--- src/rtl/l2_arbiter_if.sv ---
// Wishbone bundle between the two L1 caches, the arbiter and the L2 slave port.
// The slave modport is the arbiter's view; master is the L1/L2 environment view.
interface l2_arbiter_if #(
  parameter int ADR_W = 12,
  parameter int DAT_W = 128,
  parameter int SEL_W = 16
);
  logic [ADR_W-1:0] i_adr;
  logic [DAT_W-1:0] i_dat_m;
  logic [SEL_W-1:0] i_sel;
  logic             i_cyc;
  logic             i_stb;
  logic             i_we;
  logic [DAT_W-1:0] i_dat_s;
  logic             i_ack;
  logic             i_rty;

  logic [ADR_W-1:0] d_adr;
  logic [DAT_W-1:0] d_dat_m;
  logic [SEL_W-1:0] d_sel;
  logic             d_cyc;
  logic             d_stb;
  logic             d_we;
  logic [DAT_W-1:0] d_dat_s;
  logic             d_ack;
  logic             d_rty;

  logic [ADR_W-1:0] l2_adr;
  logic [DAT_W-1:0] l2_dat_m;
  logic [SEL_W-1:0] l2_sel;
  logic             l2_cyc;
  logic             l2_stb;
  logic             l2_we;
  logic [DAT_W-1:0] l2_dat_s;
  logic             l2_ack;

  modport slave (
    input  i_adr, i_dat_m, i_sel, i_cyc, i_stb, i_we,
    output i_dat_s, i_ack, i_rty,
    input  d_adr, d_dat_m, d_sel, d_cyc, d_stb, d_we,
    output d_dat_s, d_ack, d_rty,
    output l2_adr, l2_dat_m, l2_sel, l2_cyc, l2_stb, l2_we,
    input  l2_dat_s, l2_ack
  );

  modport master (
    output i_adr, i_dat_m, i_sel, i_cyc, i_stb, i_we,
    input  i_dat_s, i_ack, i_rty,
    output d_adr, d_dat_m, d_sel, d_cyc, d_stb, d_we,
    input  d_dat_s, d_ack, d_rty,
    input  l2_adr, l2_dat_m, l2_sel, l2_cyc, l2_stb, l2_we,
    output l2_dat_s, l2_ack
  );
endinterface

--- src/rtl/l2_arbiter.sv ---
// Round-robin arbiter letting the L1 I-cache and D-cache share the L2 Wishbone
// slave; a grant lasts one line transaction and grants are counted per port.
module l2_arbiter #(
  parameter int CNT_W   = 16,
  parameter bit D_FIRST = 1'b1
) (
  input  logic             clk,
  input  logic             rst_n,
  l2_arbiter_if.slave      bus,
  output logic [CNT_W-1:0] i_grant_cnt,
  output logic [CNT_W-1:0] d_grant_cnt
);

  typedef enum logic [1:0] {IDLE, GRANT_I, GRANT_D} state_t;

  state_t state;
  state_t state_nxt;
  logic   last_d;
  logic   req_i;
  logic   req_d;

  assign req_i = bus.i_cyc & bus.i_stb;
  assign req_d = bus.d_cyc & bus.d_stb;

  // last_d starts opposite to the port that should win the first tie
  always_ff @(posedge clk or negedge rst_n) begin
    if (!rst_n) begin
      state       <= IDLE;
      last_d      <= ~D_FIRST;
      i_grant_cnt <= '0;
      d_grant_cnt <= '0;
    end else begin
      state <= state_nxt;
      if (state == IDLE && state_nxt == GRANT_I) begin
        last_d      <= 1'b0;
        i_grant_cnt <= i_grant_cnt + CNT_W'(1);
      end
      if (state == IDLE && state_nxt == GRANT_D) begin
        last_d      <= 1'b1;
        d_grant_cnt <= d_grant_cnt + CNT_W'(1);
      end
    end
  end

  always_comb begin
    state_nxt = state;
    case (state)
      IDLE: begin
        if (req_i && req_d) state_nxt = last_d ? GRANT_I : GRANT_D;
        else if (req_i)     state_nxt = GRANT_I;
        else if (req_d)     state_nxt = GRANT_D;
      end
      // an ack ends the line; dropping cyc aborts it, the grant stays counted
      GRANT_I: if (bus.l2_ack || !bus.i_cyc) state_nxt = IDLE;
      GRANT_D: if (bus.l2_ack || !bus.d_cyc) state_nxt = IDLE;
      default: state_nxt = IDLE;
    endcase
  end

  always_comb begin
    bus.l2_adr   = bus.d_adr;
    bus.l2_dat_m = bus.d_dat_m;
    bus.l2_sel   = bus.d_sel;
    bus.l2_cyc   = 1'b0;
    bus.l2_stb   = 1'b0;
    bus.l2_we    = 1'b0;
    bus.i_ack    = 1'b0;
    bus.d_ack    = 1'b0;
    case (state)
      GRANT_I: begin
        bus.l2_adr   = bus.i_adr;
        bus.l2_dat_m = bus.i_dat_m;
        bus.l2_sel   = bus.i_sel;
        bus.l2_cyc   = bus.i_cyc;
        bus.l2_stb   = bus.i_stb;
        bus.l2_we    = bus.i_we;
        bus.i_ack    = bus.l2_ack;
      end
      GRANT_D: begin
        bus.l2_cyc   = bus.d_cyc;
        bus.l2_stb   = bus.d_stb;
        bus.l2_we    = bus.d_we;
        bus.d_ack    = bus.l2_ack;
      end
      default: ;
    endcase
  end

  assign bus.i_dat_s = bus.l2_dat_s;
  assign bus.d_dat_s = bus.l2_dat_s;
  assign bus.i_rty   = req_i & ~bus.i_ack;
  assign bus.d_rty   = req_d & ~bus.d_ack;

endmodule

--- src/flat_wrapper.sv ---
// flat-port wrapper written by rule: the top's interface ports become plain ports
module l2_arbiter_flat 
#(
  parameter int CNT_W   = 16,
  parameter bit D_FIRST = 1'b1
)
  (clk, rst_n, i_grant_cnt, d_grant_cnt, bus_i_adr, bus_i_dat_m, bus_i_sel, bus_i_cyc, bus_i_stb, bus_i_we, bus_i_dat_s, bus_i_ack, bus_i_rty, bus_d_adr, bus_d_dat_m, bus_d_sel, bus_d_cyc, bus_d_stb, bus_d_we, bus_d_dat_s, bus_d_ack, bus_d_rty, bus_l2_adr, bus_l2_dat_m, bus_l2_sel, bus_l2_cyc, bus_l2_stb, bus_l2_we, bus_l2_dat_s, bus_l2_ack);
  l2_arbiter_if bus_i ();
  input  logic clk;
  input  logic rst_n;
  output logic [CNT_W-1:0] i_grant_cnt;
  output logic [CNT_W-1:0] d_grant_cnt;
  input wire logic [$bits(bus_i.i_adr)-1:0] bus_i_adr;
  input wire logic [$bits(bus_i.i_dat_m)-1:0] bus_i_dat_m;
  input wire logic [$bits(bus_i.i_sel)-1:0] bus_i_sel;
  input wire logic [$bits(bus_i.i_cyc)-1:0] bus_i_cyc;
  input wire logic [$bits(bus_i.i_stb)-1:0] bus_i_stb;
  input wire logic [$bits(bus_i.i_we)-1:0] bus_i_we;
  output wire logic [$bits(bus_i.i_dat_s)-1:0] bus_i_dat_s;
  output wire logic [$bits(bus_i.i_ack)-1:0] bus_i_ack;
  output wire logic [$bits(bus_i.i_rty)-1:0] bus_i_rty;
  input wire logic [$bits(bus_i.d_adr)-1:0] bus_d_adr;
  input wire logic [$bits(bus_i.d_dat_m)-1:0] bus_d_dat_m;
  input wire logic [$bits(bus_i.d_sel)-1:0] bus_d_sel;
  input wire logic [$bits(bus_i.d_cyc)-1:0] bus_d_cyc;
  input wire logic [$bits(bus_i.d_stb)-1:0] bus_d_stb;
  input wire logic [$bits(bus_i.d_we)-1:0] bus_d_we;
  output wire logic [$bits(bus_i.d_dat_s)-1:0] bus_d_dat_s;
  output wire logic [$bits(bus_i.d_ack)-1:0] bus_d_ack;
  output wire logic [$bits(bus_i.d_rty)-1:0] bus_d_rty;
  output wire logic [$bits(bus_i.l2_adr)-1:0] bus_l2_adr;
  output wire logic [$bits(bus_i.l2_dat_m)-1:0] bus_l2_dat_m;
  output wire logic [$bits(bus_i.l2_sel)-1:0] bus_l2_sel;
  output wire logic [$bits(bus_i.l2_cyc)-1:0] bus_l2_cyc;
  output wire logic [$bits(bus_i.l2_stb)-1:0] bus_l2_stb;
  output wire logic [$bits(bus_i.l2_we)-1:0] bus_l2_we;
  input wire logic [$bits(bus_i.l2_dat_s)-1:0] bus_l2_dat_s;
  input wire logic [$bits(bus_i.l2_ack)-1:0] bus_l2_ack;
  assign bus_i.i_adr = bus_i_adr;
  assign bus_i.i_dat_m = bus_i_dat_m;
  assign bus_i.i_sel = bus_i_sel;
  assign bus_i.i_cyc = bus_i_cyc;
  assign bus_i.i_stb = bus_i_stb;
  assign bus_i.i_we = bus_i_we;
  assign bus_i_dat_s = bus_i.i_dat_s;
  assign bus_i_ack = bus_i.i_ack;
  assign bus_i_rty = bus_i.i_rty;
  assign bus_i.d_adr = bus_d_adr;
  assign bus_i.d_dat_m = bus_d_dat_m;
  assign bus_i.d_sel = bus_d_sel;
  assign bus_i.d_cyc = bus_d_cyc;
  assign bus_i.d_stb = bus_d_stb;
  assign bus_i.d_we = bus_d_we;
  assign bus_d_dat_s = bus_i.d_dat_s;
  assign bus_d_ack = bus_i.d_ack;
  assign bus_d_rty = bus_i.d_rty;
  assign bus_l2_adr = bus_i.l2_adr;
  assign bus_l2_dat_m = bus_i.l2_dat_m;
  assign bus_l2_sel = bus_i.l2_sel;
  assign bus_l2_cyc = bus_i.l2_cyc;
  assign bus_l2_stb = bus_i.l2_stb;
  assign bus_l2_we = bus_i.l2_we;
  assign bus_i.l2_dat_s = bus_l2_dat_s;
  assign bus_i.l2_ack = bus_l2_ack;
  l2_arbiter #(.CNT_W(CNT_W), .D_FIRST(D_FIRST)) u_core (.clk(clk), .rst_n(rst_n), .bus(bus_i), .i_grant_cnt(i_grant_cnt), .d_grant_cnt(d_grant_cnt));
endmodule
--- config.mk ---
export PLATFORM = sky130hd
export DESIGN_NAME = l2_arbiter_flat
export DESIGN_NICKNAME = d
export VERILOG_FILES = /design/src/rtl/l2_arbiter_if.sv /design/src/rtl/l2_arbiter.sv /design/src/flat_wrapper.sv
export SDC_FILE = /design/constraint.sdc
export NUM_CORES = 1
export LEC_CHECK = 0
export BUFFER_PORTS_ARGS = -buffer_cell sky130_fd_sc_hd__buf_2
export CAP_MARGIN = 20
export CORE_AREA = 4 4 351 353
export DETAILED_ROUTE_END_ITERATION = 8
export DIE_AREA = 0 0 355 357
export SLEW_MARGIN = 10
export SYNTH_ARGS = -nofsm -noshare
export SYNTH_HDL_FRONTEND = slang
export SYNTH_SLANG_ARGS = --single-unit
--- constraint.sdc ---
create_clock -name clk -period 3.2 [get_ports clk]
set_clock_uncertainty 0.1 [all_clocks]
set_input_delay 0.64 -clock clk [delete_from_list [all_inputs] [get_ports clk]]
set_output_delay 0.64 -clock clk [all_outputs]
set_load 0.05 [all_outputs]
# Yosys cells after proc, flatten, opt, wreduce, memory -nomap -nowiden
# Cells that the tools add are included.
# op_classes
add_sub_neg	2
mul	0
n_div	0
order_cmp	0
n_eq_ne	4
n_shift	0
muxes	17
bitwise	6
n_reduce_logical	9
# ops
cell	n
$mux 128	1
$add 16x1->16 const B	2
$mux 16	1
$mux 12	1
$mux 2	6
$pmux 1 s2	3
$pmux 2 s3	1
$and 1x1->1	4
$eq 2x1->1 const B	2
$eq 2x2->1 const B	2
$mux 1	4
$logic_and 1x1->1	3
$logic_not 1->1	2
$logic_not 2->1	1
$logic_or 1x1->1	2
$not 1->1	2
$reduce_bool 2->1	1
# totals
regBits	35
latchBits	0
mem_bits_rw	0
mem_bits_ro	0
input_bits	449
output_inout_bits	451
word_cells	42
mem_count	0

# Longest topological paths before layout
# Gate-level depths: netlist (run 1).
# logic_depth
ltp_word	9
mapped_depth	10

# Worst setup path before layout (run 1)
# No wires, ideal clock.
# synth_path
path_type	reg2out
from	reg u_core.state[1]
to	out bus_i_rty
t_arrival_ns	2.102
required_ns	2.460
slack_ns	0.358
stages_incl_launch_ff	7
path_cell_list	dfrtp_1 -> inv_1 -> ha_1 -> buf_6 -> clkbuf_1 -> and2_1 -> nor2b_1
# synth_via
elab_chain_len	4
# synth_rtl
element	line_no	rtl
from (decl)	l2_arbiter.sv:16	state_t state;
from (signal assigned)	l2_arbiter.sv:33	state <= state_nxt;
$eq 2x1->1	l2_arbiter.sv:69	case (state)
$mux 1	l2_arbiter.sv:69	
named net bus_i_ack	flat_wrapper.sv:20	output wire logic [$bits(bus_i.i_ack)-1:0] bus_i_ack;
$not 1->1	l2_arbiter.sv:91	assign bus.i_rty = req_i & ~bus.i_ack;
$and 1x1->1	l2_arbiter.sv:91	
to (decl)	flat_wrapper.sv:21	output wire logic [$bits(bus_i.i_rty)-1:0] bus_i_rty;
# The timed path passes the listed nets, and every way through them passes these cells.

# Final worst setup path (run 1)
# layout_path
from	reg u_core.state[1]
to	out bus_l2_dat_m[123]
# layout_via
elab_chain_len	2
# layout_rtl
element	line_no	rtl
$eq 2x1->1	l2_arbiter.sv:69	
$mux 128	l2_arbiter.sv:69	
to (decl)	flat_wrapper.sv:32	output wire logic [$bits(bus_i.l2_dat_m)-1:0] bus_l2_dat_m;
# No other way between the ends.

==> impl_metrics.ini, run 1 <==
[outcome]
status = completed

[sta]
maxSlewViolCount = 0
worst_slew_pin_slew_ns = 0.787
finalSetupViolCount = 0
rsz0062_at_grt = no
maxSlewHeadroom_pct = 47.5
min_period_over_period_pct = 92.8
hold_viol = 0
tns_ns = 0
fmax_ghz = 0.337
finalCriticalPeriod_ns = 2.97

[route]
wl_per_cell_um = 25.5
drt-initial-drc-count = 228
routed_wl_um = 63000
first_pass_iters = 4
vias_per_cell = 2.30
ant_nets = 0
vias = 5694
drc = 0

[critical_path]
path_class = flop to primary output
timing.rr.end = u_core.i_grant_cnt[11]
r2r_start = u_core.state[0]
r2r_slack_ns = 0.50
worstPathArrival_ns = 2.23
crit_fanout = 11
cp-end-kind = primary output
worstPathRequired_ns = 2.46
start_kind = flop
rr_worst_depth = 8

[power]
p_clk_share_pct = 7.4
p_sw_mw = 3.97
power.leakage_nw = 3.61
power_frac_comb_pct = 82.0
vdd_drop_max_mv = 0.444
power.density_nw_per_um2 = 732
power_mw = 6.25
p_int_mw = 2.28
swShare_pct = 63.5
p_seq_share_pct = 10.6

[global_routing]
grt_max_degree = 38
first_global_vias = 5812
grt_overflow = 0
antenna_found_initial = 67
track_usage_pct = 9.30
grt_first_pass_wirelength_um = 74200

[clock_network]
clockBufferDepth = 2
cts.repair.resized = 0
cts_sinks = 35
cts_tree = built
root_buffer = clkbuf_16
clk_latency_ns = 0.28
ctsHoldBuffers = 0
cts_buffers = 5
path_clk_slew_ns = 0.05
postCtsSetupRepairBufs = 1
htree_levels = 2

[logic_synthesis]
synth_compound_area_share_pct = 1.98
syn-num-nets = 1044
syn-cell-area_um2 = 5550
seq_area_frac_synth_pct = 15.8
ys.flop_type = dfrtp_1
synthAdderAreaFrac_pct = 1.35
async_flop_share_pct = 100
synthMuxAreaShare_pct = 32.0
synth_edf_count = 0
ys_ff_latch = 35
synthSimpleGateAreaFrac_pct = 7.21
yosysTopAreaCell = buf_4
yosysMostFrequentCell = buf_4
postSynthCellCount = 589
synth.avg_cell_area_um2 = 9.43
synthXorXnorAreaFrac_pct = 4.87
synth_top_family_by_area = buffers and inverters
yosysUniqueCellTypes = 35
yosysWarnings = 0
synth_common_cells = buf_4, mux2_2, dfrtp_1
yosysTopAreaCellShare_pct = 34.6
ys_top_cells_by_area = buf_4, mux2_2, dfrtp_1, xnor2_1, ha_1

[cells_and_area]
multi_input_area_um2 = 2650
area_growth_pct = 53.8
drive_gt1_share_pct = 82.9
fillers = 14239
ff_latch_area_um2 = 876
nets = 1302

[floorplanning]
die-area_um2 = 127000
row_count = 127
io_pins = 900
core_area_um2 = 120000
fp.dieH_um = 357
floorplan.initialDensity_pct = 4.63
fp.dieW_um = 355

[placement]
portBuffers = 515
dpl.hpwl_um = 58800
gp_congestion = 0.895

[min_path]
holdCritPathClass = input port to async pin

[flow_run]
cap_viol_max_count = 0
## critical path: stages, from the launching register on
cell and delay (ns):
dfrtp_1 0.43, inv_1 0.17, ha_4 0.18, buf_12 0.18, buf_4 0.26, mux2_2 0.42
buf_2 0.25
## metal layers
layer,vias to the layer above,global-route usage (%),share of wire (%)
li1,2272,-,-
met4,34,1.67,2.3
met3,145,8.52,21
met2,685,14.4,43
met5,-,0.830,0.57
met1,2558,9.29,33
## cell type report
cell class	instances	share of cell area, %
multi-input cells	272	31.0
flip-flops and latches	35	10.3
well taps	1612	23.6
diodes	16	0.469
inverters	6	0.264
clock inverters	1	0.0586
clock buffers	7	1.55
repair buffers	527	32.8
## state kept, by name, summed over array words and instances (netlist names)
signal and flops:
u_core.last_d 1, u_core.d_grant_cnt 16, u_core.state 2, u_core.i_grant_cnt 16
## cell usage in the layout (no fill, tap or decap), types with 3 or more instances in the layout
cell	count
and2_1	5
nand4_1	6
nor2_1	8
inv_1	6
nand2_1	14
nor2b_1	4
mux2_2	158
a22oi_1	3
xor2_1	5
buf_2	512
a21oi_1	3
buf_12	10
clkbuf_16	5
diode_2	16
ha_1	5
buf_4	5
xnor2_1	24
nand3_1	9
and3_1	6
dfrtp_1	35
nand3_2	4
## how the worst max path moves through the flow
| stage | start | to | slack (ns) | cells after the start |
|---|---|---|---|---|
| floorplan | u_core.state[1] | bus_i_rty | 0.36 | 6 |
| global placement | u_core.state[1] | bus_l2_dat_m[106] | 0.21 | 5 |
| detailed placement | u_core.state[1] | bus_l2_dat_m[41] | 0.20 | 5 |
| CTS | u_core.state[1] | bus_l2_dat_m[41] | 0.04 | 5 |
| global route | u_core.state[1] | bus_l2_dat_m[103] | 0.18 | 6 |
| finish | u_core.state[1] | bus_l2_dat_m[123] | 0.23 | 6 |
## through the flow
step / util [%] / cell area (um^2) / hold WS [ns] / worst slack, ns / cells
2_1_floorplan: - / 5550 / 0.244 / 0.358 / 589
3_3_place_gp: 6.92 / 8300 / 0.359 / 0.208 / 2448
3_5_place_dp: 6.92 / 8300 / 0.357 / 0.204 / 2448
4_1_cts: 7.06 / 8450 / 0.367 / 0.0362 / 2457
5_1_grt: 7.10 / 8510 / 0.401 / 0.183 / 2464
6_report: 7.13 / 8540 / 0.339 / 0.231 / 2476
## power by group through the flow
stage	Clock (mW)	Combinational [mW]	Sequential, mW
final	0.461	5.13	0.661
after floorplan	0	4.01	0.894
after detailed placement	0	5.12	0.667
after global placement	0	5.10	0.659
after global routing	0.499	5.36	0.681
after CTS	0.476	5.19	0.660
## kinds of logic after synthesis
family | count (synthesis)
multiplexers | 158
adder cells (fa/ha/maj) | 6
buffers and inverters | 282
AO/OA/AOI/OAI | 14
XOR/XNOR | 30
AND/OR/NAND/NOR | 64
flip-flops | 35
Power figures use the tool's default switching activity.
==> run 2: changes to the inputs <==
--- a/config.mk
+++ b/config.mk
@@ -7,9 +7,9 @@
 export LEC_CHECK = 0
 export BUFFER_PORTS_ARGS = -buffer_cell sky130_fd_sc_hd__buf_2
 export CAP_MARGIN = 20
-export CORE_AREA = 4 4 351 353
+export CORE_AREA = 2 2 349 351
 export DETAILED_ROUTE_END_ITERATION = 8
-export DIE_AREA = 0 0 355 357
+export DIE_AREA = 0 0 351 353
 export SLEW_MARGIN = 10
 export SYNTH_ARGS = -nofsm -noshare
 export SYNTH_HDL_FRONTEND = slang
==> run 2 against run 1 <==
Against the previous run:
- first-iteration DRC count rose by 11%
- sequential share of layout area about the same
- non-clock buffer count up 6
- largest power group unchanged
- largest cell class unchanged
- utilization about the same
==> impl_metrics.ini, run 2 (synthesized netlist as in run 1, its figures left out) <==
[clock_network]
postCtsSetupRepairBufs = 3
ctsHoldBuffers = 0
path_clk_slew_ns = 0.05
cts_buffers = 5
htree_levels = 2
cts_tree = built
root_buffer = clkbuf_16
clk_latency_ns = 0.28
clockBufferDepth = 2
cts_sinks = 35
cts.repair.resized = 0

[floorplanning]
fp.dieW_um = 351
floorplan.initialDensity_pct = 4.60
fp.dieH_um = 353
core_area_um2 = 121000
die-area_um2 = 124000
io_pins = 900
row_count = 128

[cells_and_area]
area_growth_pct = 54.4
fin_util_pct = 7.11
nets = 1308
fillers = 14237
final_common_cell = buf_2
layout_common_cells = buf_2, mux2_2, dfrtp_1
reg_top3 = u_core.d_grant_cnt: 16 flops, u_core.i_grant_cnt: 16 flops, u_core.state: 2 flops
multi_input_area_um2 = 2650
ff_latch_area_um2 = 876
drive_gt1_share_pct = 83.3

[sta]
fmax_ghz = 0.339
holdWs_ns = 0.344
finalSetupViolCount = 0
maxSlewHeadroom_pct = 46.1
hold_viol = 0
maxSlewViolCount = 0
tns_ns = 0
worst_slew_pin_slew_ns = 0.808
min_period_over_period_pct = 92.3
finalCriticalPeriod_ns = 2.95
rsz0062_at_grt = no

[power]
vdd_drop_max_mv = 0.526
power.leakage_nw = 3.65
power_mw = 6.17
power.density_nw_per_um2 = 720

[critical_path]
crit_fanout = 19
path_class = flop to primary output
start_kind = flop
worstPathRequired_ns = 2.46
worstPathArrival_ns = 2.21
cp-end-kind = primary output

[global_routing]
met3_usage_pct = 8.95
grt_first_pass_wirelength_um = 71700
grt_overflow = 0
grt.busiest_layer = met2
antenna_found_initial = 88
use_met1_pct = 10.1
use_met2_pct = 13.2
grt_max_degree = 36
first_global_vias = 5570
track_usage_pct = 9.35

[placement]
portBuffers = 515
dpl.hpwl_um = 57800
gp_congestion = 0.910

[flow_run]
cap_viol_max_count = 0

[route]
drc = 0
ant_nets = 0
routed_wl_um = 61400
drt-initial-drc-count = 253
wl_per_cell_um = 24.7
vias = 5845
first_pass_iters = 4
vias_per_cell = 2.35

[min_path]
holdCritPathClass = input port to async pin

[outcome]
status = completed
[run 2: through the flow]
| stage | setup WS, ns | instances | instance area (um^2) |
|---|---|---|---|
| CTS | 0.227 | 2479 | 8540 |
| detailed placement | 0.253 | 2468 | 8330 |
| floorplan | 0.358 | 589 | 5550 |
| global route | 0.161 | 2479 | 8540 |
| global placement | 0.296 | 2468 | 8330 |
| finish | 0.248 | 2491 | 8570 |
[run 2: layout make-up]
type | count | area share, %
Antenna cell | 12 | 0.350
Multi-Input combinational cell | 272 | 30.9
Timing Repair Buffer | 533 | 32.5
Inverter | 6 | 0.263
Sequential cell | 35 | 10.2
Clock buffer | 6 | 1.62
Tap cell | 1625 | 23.7
Clock inverter | 2 | 0.409
[run 2: worst paths after layout]
| check | startpoint | to | slack, ns | depth (start not counted) |
|---|---|---|---|---|
| setup / recovery | u_core.state[1] | bus_l2_dat_m[58] | 0.25 | 7 |
| hold / removal | rst_n | u_core.d_grant_cnt[13] | 0.34 | 1 |
| setup reg to reg | u_core.state[0] | u_core.i_grant_cnt[15] | 0.54 | 8 |
| hold reg to reg | u_core.i_grant_cnt[15] | u_core.i_grant_cnt[15] | 0.37 | 1 |
| max in group asynchronous | rst_n | u_core.i_grant_cnt[14] | 2.13 | 1 |
| min in group clk | u_core.i_grant_cnt[15] | u_core.i_grant_cnt[15] | 0.37 | 1 |
[run 2: report_power, final]
group          total (mW)  switching, mW  internal (mW)  leakage (nW)
clock               0.564          0.177          0.387        0.0869
combinational        4.95           3.50           1.45          3.10
sequential          0.664          0.128          0.536         0.463
total                6.17           3.80           2.37          3.65
[run 2: critical path, cell delays in order, from the launching register on]
cell and delay [ns]:
dfrtp_1 0.43, inv_1 0.17, ha_4 0.22, buf_12 0.16, buf_12 0.17, buf_12 0.17
mux2_2 0.36, buf_2 0.22
[run 2: per-layer routing]
metal	wire length [um]	vias up	share of wire, %
met5	893	-	1.5
met4	1650	80	2.7
met3	12500	218	20
met2	23500	758	38
met1	22900	2520	37
li1	-	2269	-
==> run 3: changes to the inputs <==
--- a/config.mk
+++ b/config.mk
@@ -6,11 +6,11 @@
 export NUM_CORES = 1
 export LEC_CHECK = 0
 export BUFFER_PORTS_ARGS = -buffer_cell sky130_fd_sc_hd__buf_2
-export CAP_MARGIN = 20
 export CORE_AREA = 2 2 349 351
 export DETAILED_ROUTE_END_ITERATION = 8
 export DIE_AREA = 0 0 351 353
-export SLEW_MARGIN = 10
+export PLACE_DENSITY = 0.3
+export SLEW_MARGIN = 20
 export SYNTH_ARGS = -nofsm -noshare
 export SYNTH_HDL_FRONTEND = slang
 export SYNTH_SLANG_ARGS = --single-unit
==> run 3 against run 2 <==
Against the previous run:
- utilization is essentially flat
- wire length shrank 13%
- first-iteration DRC count shrank 47%
- non-clock buffer count stayed put
- via count decreased by 3.6%
- total power is 1.2% higher
- setup slack better by 0.025 ns
- sequential power shrank 0.6%
- critical endpoint is now bus_l2_dat_m[123]
- highest routed layer unchanged
==> impl_metrics.ini, run 3 (synthesized netlist as in run 1, its figures left out) <==
[critical_path]
cp-startpoint = u_core.state[1]
r2r_slack_ns = 0.41
start_kind = flop
r2r_start = u_core.state[1]
critical_path.endpoint = bus_l2_dat_m[123]
worstPathArrival_ns = 2.19
worstPathRequired_ns = 2.46
timing.rr.end = u_core.i_grant_cnt[11]
crit_fanout = 17
path_class = flop to primary output
rr_worst_depth = 10
cp-end-kind = primary output

[placement]
portBuffers = 515
gp_congestion = 0.850
dpl.hpwl_um = 49200
pre_cts_slack_ns = 0.178

[floorplanning]
io_pins = 900
fp.dieH_um = 353
row_count = 128
die-area_um2 = 124000
core_area_um2 = 121000
floorplan.initialDensity_pct = 4.60
fp.dieW_um = 351

[min_path]
holdCritPathClass = input port to async pin

[flow_run]
cap_viol_max_count = 0

[global_routing]
grt_first_pass_wirelength_um = 64200
antenna_found_initial = 55
first_global_vias = 5863
grt_max_degree = 36
track_usage_pct = 8.11
grt_overflow = 0

[power]
vdd_drop_max_mv = 0.339
power_frac_comb_pct = 81.1
p_int_mw = 2.34
power.leakage_nw = 3.64
p_seq_share_pct = 10.6
p_sw_mw = 3.90
swShare_pct = 62.5
p_clk_share_pct = 8.3
power.density_nw_per_um2 = 729

[sta]
layout_setup_ws_ns = 0.273
worst_slew_pin_slew_ns = 0.850
min_period_over_period_pct = 91.5
hold_viol = 0
maxSlewViolCount = 0
finalSetupViolCount = 0
finalCriticalPeriod_ns = 2.93
fmax_ghz = 0.342
tns_ns = 0
maxSlewHeadroom_pct = 43.3
rsz0062_at_grt = no

[cells_and_area]
fillers = 14294
nets = 1308
drive_gt1_share_pct = 83.1
area_growth_pct = 54.2
reg_top3 = u_core.d_grant_cnt: 16 flops, u_core.i_grant_cnt: 16 flops, u_core.state: 2 flops
layout_common_cells = buf_2, mux2_2, dfrtp_1
final_common_cell = buf_2
multi_input_area_um2 = 2650
ff_latch_area_um2 = 876

[route]
drc = 0
drt-initial-drc-count = 135
vias = 5632
routed_wl_um = 53300
ant_nets = 0
first_pass_iters = 4
wl_per_cell_um = 21.5
vias_per_cell = 2.27

[clock_network]
cts_sinks = 35
path_clk_slew_ns = 0.06
cts_tree = built
cts_buffers = 5
htree_levels = 2
clockBufferDepth = 2
clk_latency_ns = 0.28
cts.repair.resized = 0
root_buffer = clkbuf_16

[outcome]
status = completed
[run 3: cell count changes in the layout (fill, tap and decap cells not counted), sizes merged]
cell | previous run | this run
clkinv | 1 | 0
bufinv | 1 | 0
clkbuf | 6 | 8
diode | 12 | 5
[run 3: final cells by class]
type,instances,area share [%]
well taps,1625,23.7
inverters,6,0.263
repair buffers,533,32.9
flip-flops and latches,35,10.2
clock buffers,8,1.83
multi-input cells,272,30.9
diodes,5,0.146
[run 3: worst max-delay path: stages (launching register included)]
cell	delay (ns)
dfrtp_1	0.42
inv_1	0.14
ha_4	0.17
buf_12	0.15
buf_12	0.13
buf_4	0.24
mux2_2	0.38
buf_2	0.22
[run 3: what timing repair did]
item,4_1_cts,5_1_grt
endpoints found under the setup margin,44,0
hold buffers,0,0
buffers inserted,6,0
[run 3: worst min-delay path by stage]
stage                                      start                      to  slack, ns
after floorplan                            rst_n   u_core.d_grant_cnt[0]       0.24
after global placement    u_core.i_grant_cnt[15]  u_core.i_grant_cnt[15]       0.36
final                                      rst_n  u_core.i_grant_cnt[10]       0.36
after CTS                 u_core.i_grant_cnt[15]  u_core.i_grant_cnt[15]       0.37
after detailed placement  u_core.i_grant_cnt[15]  u_core.i_grant_cnt[15]       0.36
after global routing      u_core.i_grant_cnt[15]  u_core.i_grant_cnt[15]       0.39
[run 3: power groups by stage]
| stage | registers (mW) | clock network (mW) | logic, mW |
|---|---|---|---|
| finish | 0.660 | 0.519 | 5.07 |
| floorplan | 0.894 | 0 | 4.01 |
| global route | 0.683 | 0.559 | 5.34 |
| detailed placement | 0.672 | 0 | 5.08 |
| CTS | 0.664 | 0.540 | 5.22 |
| global placement | 0.673 | 0 | 5.10 |
[run 3: through the flow]
step	std cells	utilization [%]	power [mW]	hold slack [ns]	instance area, um^2
floorplan	589	-	4.90	0.244	5550
global route	2483	7.10	6.59	0.387	8560
global placement	2465	6.88	5.78	0.359	8300
CTS	2479	7.09	6.42	0.369	8550
finish	2484	7.10	6.25	0.362	8560
detailed placement	2465	6.88	5.75	0.361	8300
[run 3: routing by layer]
layer | track usage (%) | vias to the layer above | wire length [um]
li1 | - | 2265 | -
met1 | 8.27 | 2475 | 18600
met2 | 12.5 | 659 | 22700
met3 | 5.97 | 167 | 8860
met4 | 2.85 | 66 | 2320
met5 | 2.70 | - | 747
